===== src/rtl/muldiv_unit.sv =====
`default_nettype none
// ============================================================================
// Module   : muldiv_unit
// Purpose  : Iterative multiply/divide unit. Takes its operands from the
//            regfile read ports and writes one full-word result back through
//            the regfile write port. MUL, MULH, DIV and REM each take a fixed
//            BITS+2 cycles from accept to ready, so the core can stall on busy.
// Options  : MULDIV_SIGNED_EN - when defined, op_signed=1 selects signed ops.
//            Magnitudes are taken at accept and the sign is applied in WB.
// Ports    : clk, rst_ (async active-low)
//            start/op/op_signed/rd/src_a/src_b : op request (taken when ready)
//            ready/busy                         : unit idle / op in flight
//            done/result                        : one-cycle pulse, last result
//            wb_wdata/wb_waddr/wb_rw_/wb_byte_en: regfile write port
// Revision : 1.0 - initial release
// ============================================================================
module muldiv_unit #(
  parameter int BITS      = 32,
  parameter int ADDR_LEFT = 4
) (
  input  logic                 clk,
  input  logic                 rst_,
  input  logic                 start,
  input  logic [1:0]           op,
  input  logic                 op_signed,
  input  logic [ADDR_LEFT:0]   rd,
  input  logic [BITS-1:0]      src_a,
  input  logic [BITS-1:0]      src_b,
  output logic                 ready,
  output logic                 busy,
  output logic                 done,
  output logic [BITS-1:0]      result,
  output logic [BITS-1:0]      wb_wdata,
  output logic [ADDR_LEFT:0]   wb_waddr,
  output logic                 wb_rw_,
  output logic [3:0]           wb_byte_en
);

  localparam int                 c_CNT_W = (BITS > 1) ? $clog2(BITS) : 1;
  localparam logic [c_CNT_W-1:0] c_LAST  = c_CNT_W'(BITS - 1);

  typedef enum logic [1:0] {
    S_IDLE = 2'd0,
    S_CALC = 2'd1,
    S_WB   = 2'd2
  } state_t;

  state_t               r_state;
  state_t               w_state_n;
  logic [1:0]           r_op;
  logic [ADDR_LEFT:0]   r_rd;
  logic [BITS-1:0]      r_mcand;   // multiplicand (MUL*) or divisor (DIV/REM)
  logic [BITS-1:0]      r_hi;      // product high half / partial remainder
  logic [BITS-1:0]      r_lo;      // multiplier -> product low / dividend -> quotient
  logic [c_CNT_W-1:0]   r_cnt;
  logic                 r_done;
  logic                 r_rw_;
  logic [BITS-1:0]      r_result;
  logic [ADDR_LEFT:0]   r_waddr;

  logic                 w_accept;
  logic                 w_last;
  logic [BITS-1:0]      w_a_mag;
  logic [BITS-1:0]      w_b_mag;
  logic [BITS:0]        w_sum;
  logic [BITS:0]        w_shift;
  logic [BITS:0]        w_diff;
  logic                 w_borrow;
  logic [BITS-1:0]      w_hi_n;
  logic [BITS-1:0]      w_lo_n;
  logic [2*BITS-1:0]    w_prod;
  logic [BITS-1:0]      w_quo;
  logic [BITS-1:0]      w_rem;
  logic [BITS-1:0]      w_sel;

`ifdef MULDIV_SIGNED_EN
  logic w_a_neg;
  logic w_b_neg;
  logic w_neg_q;
  logic w_neg_r;
  logic r_neg_q;   // negate product / quotient in WB
  logic r_neg_r;   // negate remainder in WB

  assign w_a_neg = op_signed & src_a[BITS-1];
  assign w_b_neg = op_signed & src_b[BITS-1];
  assign w_a_mag = w_a_neg ? -src_a : src_a;
  assign w_b_mag = w_b_neg ? -src_b : src_b;
  // A zero divisor must leave the all-ones quotient untouched (i.e. -1).
  assign w_neg_q = (w_a_neg ^ w_b_neg) & (~op[1] | (src_b != '0));
  assign w_neg_r = w_a_neg;
`else
  logic unused_op_signed;
  assign unused_op_signed = op_signed;
  assign w_a_mag = src_a;
  assign w_b_mag = src_b;
`endif

  assign w_accept = (r_state == S_IDLE) && start;
  assign w_last   = (r_state == S_CALC) && (r_cnt == c_LAST);

  // One iteration of either algorithm.
  // Shift-add: add multiplicand when multiplier LSB is set, then shift the
  // whole {carry, hi, lo} right by one.
  assign w_sum    = {1'b0, r_hi} + (r_lo[0] ? {1'b0, r_mcand} : '0);
  // Restoring divide: the partial remainder stays below the divisor, so the
  // shifted value fits BITS+1 bits and bit BITS of the difference is the borrow.
  // A zero divisor never borrows: quotient all ones, remainder = dividend.
  assign w_shift  = {r_hi, r_lo[BITS-1]};
  assign w_diff   = w_shift - {1'b0, r_mcand};
  assign w_borrow = w_diff[BITS];

  always_comb begin
    w_hi_n = w_sum[BITS:1];
    w_lo_n = {w_sum[0], r_lo[BITS-1:1]};
    if (r_op[1]) begin
      w_hi_n = w_borrow ? w_shift[BITS-1:0] : w_diff[BITS-1:0];
      w_lo_n = {r_lo[BITS-2:0], ~w_borrow};
    end
  end

  // Result selection works on the final iteration's values so the registered
  // outputs are valid in the WB cycle itself.
  always_comb begin
    w_prod = {w_hi_n, w_lo_n};
    w_quo  = w_lo_n;
    w_rem  = w_hi_n;
`ifdef MULDIV_SIGNED_EN
    if (r_neg_q) begin
      w_prod = -{w_hi_n, w_lo_n};
      w_quo  = -w_lo_n;
    end
    if (r_neg_r) begin
      w_rem  = -w_hi_n;
    end
`endif
    case (r_op)
      2'b00:   w_sel = w_prod[BITS-1:0];
      2'b01:   w_sel = w_prod[2*BITS-1:BITS];
      2'b10:   w_sel = w_quo;
      default: w_sel = w_rem;
    endcase
  end

  always_comb begin
    w_state_n = r_state;
    case (r_state)
      S_IDLE:  if (start) w_state_n = S_CALC;
      S_CALC:  if (r_cnt == c_LAST) w_state_n = S_WB;
      S_WB:    w_state_n = S_IDLE;
      default: w_state_n = S_IDLE;
    endcase
  end

  always_ff @(posedge clk or negedge rst_) begin
    if (!rst_) begin
      r_state <= S_IDLE;
    end else begin
      r_state <= w_state_n;
    end
  end

  always_ff @(posedge clk or negedge rst_) begin
    if (!rst_) begin
      r_op     <= '0;
      r_rd     <= '0;
      r_mcand  <= '0;
      r_hi     <= '0;
      r_lo     <= '0;
      r_cnt    <= '0;
      r_done   <= 1'b0;
      r_rw_    <= 1'b1;
      r_result <= '0;
      r_waddr  <= '0;
`ifdef MULDIV_SIGNED_EN
      r_neg_q  <= 1'b0;
      r_neg_r  <= 1'b0;
`endif
    end else begin
      r_done <= w_last;
      // Writes to register 0 are suppressed; the op still completes.
      r_rw_  <= ~(w_last && (r_rd != '0));
      if (w_last) begin
        r_result <= w_sel;
        r_waddr  <= r_rd;
      end
      if (w_accept) begin
        r_op    <= op;
        r_rd    <= rd;
        r_mcand <= op[1] ? w_b_mag : w_a_mag;
        r_lo    <= op[1] ? w_a_mag : w_b_mag;
        r_hi    <= '0;
        r_cnt   <= '0;
`ifdef MULDIV_SIGNED_EN
        r_neg_q <= w_neg_q;
        r_neg_r <= w_neg_r;
`endif
      end else if (r_state == S_CALC) begin
        r_hi  <= w_hi_n;
        r_lo  <= w_lo_n;
        r_cnt <= r_cnt + c_CNT_W'(1);
      end
    end
  end

  assign ready      = (r_state == S_IDLE);
  assign busy       = ~ready;
  assign done       = r_done;
  assign result     = r_result;
  assign wb_wdata   = r_result;
  assign wb_waddr   = r_waddr;
  assign wb_rw_     = r_rw_;
  assign wb_byte_en = 4'b1111;

endmodule
`default_nettype wire


===== config.mk =====
export PLATFORM = sky130hd
export DESIGN_NAME = muldiv_unit
export DESIGN_NICKNAME = d
export VERILOG_FILES = /design/src/rtl/muldiv_unit.sv
export SDC_FILE = /design/constraint.sdc
export NUM_CORES = 1
export LEC_CHECK = 0
export CAP_MARGIN = 20
export CORE_MARGIN = 3
export CORE_UTILIZATION = 35
export DETAILED_ROUTE_END_ITERATION = 8
export PLACE_DENSITY = 0.65
export SLEW_MARGIN = 10
export SYNTH_ARGS = -nofsm -noshare
export SYNTH_HDL_FRONTEND = slang
export SYNTH_SLANG_ARGS = --single-unit

===== constraint.sdc =====
create_clock -name clk -period 3.6 [get_ports clk]
set_input_delay 0.54 -clock clk [delete_from_list [all_inputs] [get_ports clk]]
set_output_delay 0.54 -clock clk [all_outputs]
set_load 0.05 [all_outputs]

# Word-level counts from Yosys, hierarchy flattened
# Index checks and enable logic that the tools add are counted.
# op_classes
n_addsub	3
reduce_logical	9
n_mux	16
bitwise_logic	3
eq_ne	5
# op_table
op	n
$mux W32	11
$add A32 B32 Y33	1
$sub A33 B32 Y33	1
$mux W5	2
$add A5 B1 Y5 const B	1
$eq A5 B5 Y1 const B	1
$reduce_bool A5 Y1	1
$logic_not A2 Y1	2
$mux W2	2
$pmux W2 S2	1
$logic_and A1 B1 Y1	3
$not A1 Y1	3
$eq A2 B1 Y1 const B	1
$eq A2 B2 Y1 const B	1
$ne A2 B1 Y1 const B	1
$ne A2 B2 Y1 const B	1
$reduce_and A2 Y1	1
$reduce_bool A2 Y1	1
$reduce_or A2 Y1	1
# word_totals
reg_bits	149

# Depth between registers and ports, before layout
# Gate-level depths: netlist of run 1.
# depth
ltp_word	5
ltp_mapped	15
ltp_nobuf	13

# Worst setup path before layout of run 1
# Ideal clock, no wire load.
# synth_timing
path_kind	reg2reg
startpoint	register r_lo[31]
endpoint	register r_result[11] (netlist: result[11])
t_required_ps	3475
path_slack_ps	237
synth_period_minus_slack_ps	3363
arrival_time_ps	3238
path_stages_with_launch	15
setup_time_ps	125
cell_sequence	dfrtp_1 -> inv_1 -> ha_1 -> inv_1 -> fa_1 -> a211oi_1 -> o21ai_2 -> o211ai_2 -> a211o_1 -> a21oi_1 -> o211a_1 -> buf_6 -> mux2_4 -> mux4_2 -> mux2_2
# synth_via
elab_chain_cells	4
# synth_rtl
element	line	source
from (decl)	54	logic [BITS-1:0] r_lo;
from (signal assigned)	190	r_lo <= op[1] ? w_a_mag : w_b_mag;
from (signal assigned)	199	r_lo <= w_lo_n;
$sub A33 B32 Y33	109	assign w_diff = w_shift - {1'b0, r_mcand};
$mux W32	116	w_hi_n = w_borrow ? w_shift[BITS-1:0] : w_diff[BITS-1:0];
$mux W32	115	if (r_op[1]) begin
$mux W32	136	case (r_op)
to (signal assigned)	183	r_result <= w_sel;
to (decl)	58	logic [BITS-1:0] r_result;
# Every way passes these cells.
# A chain may end at the register's enable or synchronous reset.

# Final worst setup path of run 1
# layout_timing
startpoint	register r_lo[0]
endpoint	register r_result[10] (netlist: result[10])
# layout_via
elab_chain_cells	4
# layout_rtl
element	line	source
$mux W32	104	assign w_sum = {1'b0, r_hi} + (r_lo[0] ? {1'b0, r_mcand} : '0);
$add A32 B32 Y33	104	
$mux W32	115	
$mux W32	136	
# Every way passes these cells.

==> impl_metrics.env, run 1 <==
export IMPL_status="complete, no violations"
export IMPL_unrepaired_setup_endpoints_after_global_routing="yes"
export IMPL_die_height_um=190
export IMPL_min_period_ps=3520
export IMPL_dominantRegCellSynth="sky130_fd_sc_hd__dfrtp_1"
export IMPL_track_usage_pct=22.0
export IMPL_final_min_period_over_clock_period_pct=97.7
export IMPL_clkSlewWorstSetupHoldPaths_ps=70
export IMPL_max_freq_ghz=0.284
export IMPL_synth_avg_cell_area_um2=8.45
export IMPL_grt_start_max_net_pins=79
export IMPL_timing_reg2reg_setup_slack_ps=80
export IMPL_cts_htree_levels=4
export IMPL_clock_sink_count=149
export IMPL_yosys_reg_bits=149
export IMPL_synthesized_instance_count=1405
export IMPL_tritoncts_clock_tree="done"
export IMPL_final_antenna_net_count=0
export IMPL_startpoint_type="register"
export IMPL_end_kind="register"
export IMPL_report_final_setup_viol=0
export IMPL_critical_path_at_ps=3830
export IMPL_slew_headroom_pct=18.7
export IMPL_detail_route_first_pass_iterations=6
export IMPL_worstPathRequired_ps=3920
export IMPL_layout_cells_non_filler=2023
export IMPL_synth_edf_count=0
export IMPL_cts_hold_buf=0
export IMPL_drt_total_wl_um=40200
export IMPL_synth_area_mm2=0.0119
export IMPL_design_final_nets=1710
export IMPL_first_iter_violations=1024
export IMPL_grt_busiest_layer="met2"
export IMPL_overflow_after_grt=0
export IMPL_rr_startpoint="r_lo[0]"
export IMPL_detailed_place_hpwl_um=30000
export IMPL_pins_over_their_slew_limit=0
export IMPL_fin_worst_skew_ps=13.6
export IMPL_path_max_fanout=17
export IMPL_io_pins=152
export IMPL_grt_first_pass_wirelength_um=63200
export IMPL_dp_cells=1986
export IMPL_sequential_to_total_area_share_from_yosys_stat_pct=31.4
export IMPL_core_region_area_mm2=0.0329
export IMPL_clock_tree_root_cell="sky130_fd_sc_hd__clkbuf_16"
export IMPL_gpl_final_weighted_congestion=0.956
export IMPL_grt_antenna_before_repair=1
export IMPL_route_detailed_drc=0
export IMPL_flow_area_growth_from_synthesis_pct=25.8
export IMPL_met3_usage_pct=4.26
export IMPL_dieWidth_um=190
export IMPL_number_of_rows_created_at_floorplan=66
export IMPL_ys_warn_count=0
export IMPL_final_hold_viol_count=0
export IMPL_hp_class="in2async"
export IMPL_least_margin_pin_slew_ps=1220
export IMPL_vias=11500
export IMPL_maxCapViolCount=0
export IMPL_worst_r2r_path_depth=13
export IMPL_worstSetupPathType="reg2reg"
export IMPL_wire_per_inst_um=19.9
export IMPL_drive_above_1_share_pct=13.7
export IMPL_synth_area_top_cells="sky130_fd_sc_hd__dfrtp_1 (31%), sky130_fd_sc_hd__mux2i_1 (9.5%), sky130_fd_sc_hd__ha_1 (7.0%), sky130_fd_sc_hd__nand2_1 (5.7%), sky130_fd_sc_hd__o21ai_0 (5.1%)"
export IMPL_cts_root_to_sink_buffers=2
export IMPL_reg_to_reg_endpoint="result[10]"
export IMPL_totalNegativeSetupSlack_ps=0
export IMPL_cell_variety_after_synth=71
export IMPL_netlist_area_leader_share_pct=31.2
export IMPL_port_buffers=146
export IMPL_layout_commonest_cell="sky130_fd_sc_hd__nand2_1"
export IMPL_groute_layer_met1_usage_pct=31.3
export IMPL_cell_accounting_for_the_most_synthesized_area="sky130_fd_sc_hd__dfrtp_1"
export IMPL_synth_async_sr_flop_share_pct=100
export IMPL_grt_pass1_vias=11300
export IMPL_initial_utilization_pct=36.0
export IMPL_grtUsageMet2_pct=33.8
export IMPL_clk_latency_ps=440
export IMPL_mostFrequentLayoutCells="sky130_fd_sc_hd__nand2_1 (177), sky130_fd_sc_hd__dfrtp_1 (146), sky130_fd_sc_hd__clkdlybuf4s50_1 (144), sky130_fd_sc_hd__o21ai_0 (118), sky130_fd_sc_hd__mux2i_1 (113)"
export IMPL_routed_via_density=5.68
export IMPL_cts_made_buffers=17
export IMPL_die_area_mm2=0.0362
[state kept, by name (all words and copies together) (netlist names)]
| signal | cells |
|---|---|
| done | 1 |
| r_cnt | 5 |
| r_hi | 32 |
| r_lo | 32 |
| r_mcand | 32 |
| r_op | 2 |
| r_rd | 5 |
| r_state | 2 |
| result | 32 |
| wb_rw_ | 1 |
| wb_waddr | 5 |
[synthesized netlist by cell type, types with 6 or more instances]
cell type                  instances
sky130_fd_sc_hd__nand4_1          14
sky130_fd_sc_hd__o211ai_1         12
sky130_fd_sc_hd__a31o_2            9
sky130_fd_sc_hd__mux2_2           17
sky130_fd_sc_hd__inv_1            60
sky130_fd_sc_hd__buf_4            36
sky130_fd_sc_hd__buf_1            14
sky130_fd_sc_hd__nor2b_1           9
sky130_fd_sc_hd__a211oi_1         12
sky130_fd_sc_hd__a211o_1          10
sky130_fd_sc_hd__a21oi_1          88
sky130_fd_sc_hd__clkbuf_1         65
sky130_fd_sc_hd__a221oi_1         16
sky130_fd_sc_hd__nand3_1          38
sky130_fd_sc_hd__o221ai_1         19
sky130_fd_sc_hd__nand2_1         179
sky130_fd_sc_hd__o21ai_0         120
sky130_fd_sc_hd__nor3_1           26
sky130_fd_sc_hd__xor2_1           20
sky130_fd_sc_hd__ha_1             66
sky130_fd_sc_hd__and2_1           39
sky130_fd_sc_hd__nor2_1           77
sky130_fd_sc_hd__o21bai_1          8
sky130_fd_sc_hd__and3_1            8
sky130_fd_sc_hd__a21o_1           23
sky130_fd_sc_hd__xnor2_1          31
sky130_fd_sc_hd__a22oi_1           6
sky130_fd_sc_hd__dfrtp_1         148
sky130_fd_sc_hd__mux2i_1         113
sky130_fd_sc_hd__a31oi_1          18
sky130_fd_sc_hd__o21a_1            9
[how the worst max path moves through the flow]
stage	start	end	slack, ps	cells after the start
final	r_lo[0]	result[10]	80	13
after global routing	r_lo[0]	result[30]	-70	13
after CTS	r_lo[31]	r_hi[26]	4	14
after detailed placement	r_lo[31]	result[7]	-80	13
after global placement	r_lo[31]	result[7]	-30	13
after floorplan	r_lo[31]	result[11]	240	14
[cells by family (layout without fill, tap and decap cells)]
logic type                 Yosys count  count (layout)  share of synthesized area, %
xor gates and xnor gates            51              51                          3.76
and+or+nand+nor                    415             415                          16.0
DFF                                149             149                          31.4
muxes                              138             138                          12.5
other                                1               5                        0.0316
adders and majority gates           68              68                          7.29
AOI/OAI and AO/OA                  403             403                          22.1
buffers and inverters              180             352                          6.92
[worst max-delay path, cell delays in order (launching register included)]
cell and delay (ps):
sky130_fd_sc_hd__dfrtp_1 420, sky130_fd_sc_hd__buf_12 170, sky130_fd_sc_hd__and2_1 170, sky130_fd_sc_hd__ha_1 300, sky130_fd_sc_hd__a211oi_1 440, sky130_fd_sc_hd__o211ai_1 280, sky130_fd_sc_hd__buf_4 210, sky130_fd_sc_hd__nand4_1 80
sky130_fd_sc_hd__nand2_1 80, sky130_fd_sc_hd__a21o_1 200, sky130_fd_sc_hd__a21oi_1 170, sky130_fd_sc_hd__xnor2_1 130, sky130_fd_sc_hd__mux4_2 460, sky130_fd_sc_hd__mux2_2 270
[per-stage QoR]
step / util [%] / worst slack [ps] / hold slack, ps / instance area (µm²)
after global routing: 45.3 / -72.5 / 183 / 14900
after detailed placement: 43.0 / -80.3 / 465 / 14200
final: 45.3 / 83.6 / 105 / 14900
after floorplan: - / 237 / 244 / 11900
after global placement: 43.0 / -33.8 / 464 / 14200
after CTS: 44.9 / 4.31 / 164 / 14800
[per-layer routing]
layer / share of wire [%] / vias to the layer above / wire (µm)
li1: - / 5406 / -
met1: 46 / 5590 / 18300
met2: 45 / 424 / 18100
met3: 6.8 / 66 / 2740
met4: 2.5 / 0 / 1010
met5: 0 / - / 0
[repair_timing]
action | in CTS | in global routing
setup endpoints to repair | 23 | 37
setup buffers | 0 | 4
pin swaps | 0 | 10
resized for setup | 6 | 25
cloned | 0 | 0
[area by class of cell]
| class | count | area, µm² |
|---|---|---|
| fill | 3146 | 18000 |
| multi-input combinational | 1079 | 7480 |
| sequential | 149 | 3730 |
| timing repair buffer | 259 | 2330 |
| tap | 442 | 553 |
| clock buffer | 19 | 453 |
| inverter | 61 | 229 |
| clock inverter | 13 | 145 |
| antenna | 1 | 2.50 |
Power of run 1 is left out: the tool's default activity adds up to more than one toggle a clock period on the data nets, which glitch-free logic cannot reach.
==> run 2: changes to the inputs <==
--- a/config.mk
+++ b/config.mk
@@ -5,12 +5,12 @@
 export SDC_FILE = /design/constraint.sdc
 export NUM_CORES = 1
 export LEC_CHECK = 0
+export ABC_CLOCK_PERIOD_IN_PS = 3600
 export CAP_MARGIN = 20
 export CORE_MARGIN = 3
 export CORE_UTILIZATION = 35
 export DETAILED_ROUTE_END_ITERATION = 8
 export PLACE_DENSITY = 0.65
-export SLEW_MARGIN = 10
 export SYNTH_ARGS = -nofsm -noshare
 export SYNTH_HDL_FRONTEND = slang
 export SYNTH_SLANG_ARGS = --single-unit
==> results of run 2 <==
Final layout, timing and power as in run 1 (identical DEF).
Power of run 2 is left out for the same reason.
==> run 3: changes to the inputs <==
--- a/config.mk
+++ b/config.mk
@@ -7,6 +7,7 @@
 export LEC_CHECK = 0
 export ABC_CLOCK_PERIOD_IN_PS = 3600
 export CAP_MARGIN = 20
+export CORE_ASPECT_RATIO = 0.7
 export CORE_MARGIN = 3
 export CORE_UTILIZATION = 35
 export DETAILED_ROUTE_END_ITERATION = 8
==> run 3 against run 2 <==
  * Core utilization is 1.1 points lower
  * Worst hold slack worse by 7.4 ps
  * Cell count is 2.6% lower
  * Clock skew is 1.4 ps lower
  * First-iteration DRC count is 4.0% lower
  * Wire length is 0.83% higher
  * Critical path type unchanged
  * Register-to-register slack better by 40 ps
==> impl_metrics.env, run 3 (synthesized netlist as in run 1, its figures left out) <==
export IMPL_num_fill_cells=3289
export IMPL_end_kind="register"
export IMPL_flow_area_growth_from_synthesis_pct=22.5
export IMPL_initial_utilization_pct=36.1
export IMPL_route_detailed_drc=0
export IMPL_grt_antenna_before_repair=0
export IMPL_critical_path_at_ps=3810
export IMPL_unrepaired_setup_endpoints_after_global_routing="no"
export IMPL_drive_above_1_share_pct=10.6
export IMPL_grt_start_max_net_pins=89
export IMPL_clock_tree_root_cell="sky130_fd_sc_hd__clkbuf_16"
export IMPL_min_period_ps=3470
export IMPL_cts_hold_buf=0
export IMPL_io_pins=152
export IMPL_drt_total_wl_um=40500
export IMPL_fin_worst_skew_ps=12.1
export IMPL_path_max_fanout=12
export IMPL_detail_route_first_pass_iterations=7
export IMPL_die_area_mm2=0.0362
export IMPL_hp_class="in2async"
export IMPL_grt_pass1_vias=11200
export IMPL_report_final_setup_viol=0
export IMPL_clk_latency_ps=450
export IMPL_die_height_um=160
export IMPL_final_min_period_over_clock_period_pct=96.5
export IMPL_maxCapViolCount=0
export IMPL_diodes=0
export IMPL_detailed_place_hpwl_um=30300
export IMPL_dieWidth_um=226
export IMPL_grt_first_pass_wirelength_um=63500
export IMPL_routed_via_density=5.76
export IMPL_final_hold_viol_count=0
export IMPL_overflow_after_grt=0
export IMPL_startpoint_type="register"
export IMPL_gpl_final_weighted_congestion=0.929
export IMPL_worstPathRequired_ps=3940
export IMPL_least_margin_pin_slew_ps=1100
export IMPL_track_usage_pct=22.4
export IMPL_design_final_nets=1674
export IMPL_cts_made_buffers=17
export IMPL_pins_over_their_slew_limit=0
export IMPL_worstSetupPathType="reg2reg"
export IMPL_slew_headroom_pct=26.4
export IMPL_clkSlewWorstSetupHoldPaths_ps=70
export IMPL_core_region_area_mm2=0.0329
export IMPL_max_freq_ghz=0.288
export IMPL_tritoncts_clock_tree="done"
export IMPL_layout_commonest_cell="sky130_fd_sc_hd__nand2_1"
export IMPL_cts_htree_levels=4
export IMPL_wire_per_inst_um=20.6
export IMPL_hold_slack_ps=97.6
export IMPL_post_cts_setup_buffers=0
export IMPL_layout_cells_non_filler=1970
export IMPL_final_antenna_net_count=0
export IMPL_status="complete, no violations"
export IMPL_mostFrequentLayoutCells="sky130_fd_sc_hd__nand2_1 (177), sky130_fd_sc_hd__dfrtp_1 (147), sky130_fd_sc_hd__clkdlybuf4s50_1 (144), sky130_fd_sc_hd__o21ai_0 (118), sky130_fd_sc_hd__mux2i_1 (112)"
export IMPL_dp_cells=1939
export IMPL_port_buffers=146
export IMPL_first_iter_violations=983
export IMPL_timing_reg2reg_setup_slack_ps=130
export IMPL_vias=11300
export IMPL_cts_root_to_sink_buffers=2
export IMPL_clock_sink_count=149
export IMPL_number_of_rows_created_at_floorplan=55
==> run 3: metrics by stage <==
step / TNS, ps / setup slack, ps / util, % / cell area (µm²)
floorplan: 0 / 237 / - / 11900
global placement: -345 / -114 / 42.3 / 13900
detailed placement: -789 / -147 / 42.3 / 13900
CTS: 0 / 2.47 / 44.1 / 14500
global route: 0 / 11.2 / 44.2 / 14500
finish: 0 / 126 / 44.2 / 14500
==> run 3: area by class of cell <==
type,count,area [µm²],area share [%]
multi-input cells,1079,7400,50.9
flip-flops and latches,149,3730,25.7
repair buffers,223,2070,14.2
well taps,427,534,3.67
clock buffers,21,460,3.17
inverters,61,229,1.57
clock inverters,10,120,0.826
==> run 3: critical path, cell delays in order (launching register included) <==
cell and delay (ps):
sky130_fd_sc_hd__dfrtp_1 380, sky130_fd_sc_hd__inv_1 80, sky130_fd_sc_hd__ha_1 170, sky130_fd_sc_hd__inv_1 60, sky130_fd_sc_hd__fa_2 370, sky130_fd_sc_hd__a211oi_4 270
sky130_fd_sc_hd__o21ai_2 110, sky130_fd_sc_hd__o211ai_2 170, sky130_fd_sc_hd__a211o_1 220, sky130_fd_sc_hd__a21oi_1 130, sky130_fd_sc_hd__o211a_4 330, sky130_fd_sc_hd__buf_6 190
sky130_fd_sc_hd__mux2i_1 150, sky130_fd_sc_hd__mux4_2 470, sky130_fd_sc_hd__mux2_2 270
==> run 3: final timing paths <==
path	end	cells past startpoint	start
worst max-delay path	result[0]	14	r_lo[31]
min in group clk	wb_rw_	1	r_rd[1]
worst min register to register	wb_rw_	1	r_rd[1]
max in group asynchronous	r_hi[1]	2	rst_
worst max register to register	result[0]	14	r_lo[31]
worst min-delay path	r_mcand[30]	1	rst_
==> run 3: timing repair <==
item                                    in CTS  in global routing
pin swaps                                    0                  3
endpoints found under the setup margin      11                 18
resized for setup                            5                 10
==> run 3: metal layers <==
layer	GRT usage, %	wire length (µm)	vias up
li1	-	-	5336
met1	31.7	19000	5564
met2	35.1	18300	383
met3	3.62	2210	64
met4	6.74	1040	0
met5	0	0	-
Power of run 3 is left out for the same reason.
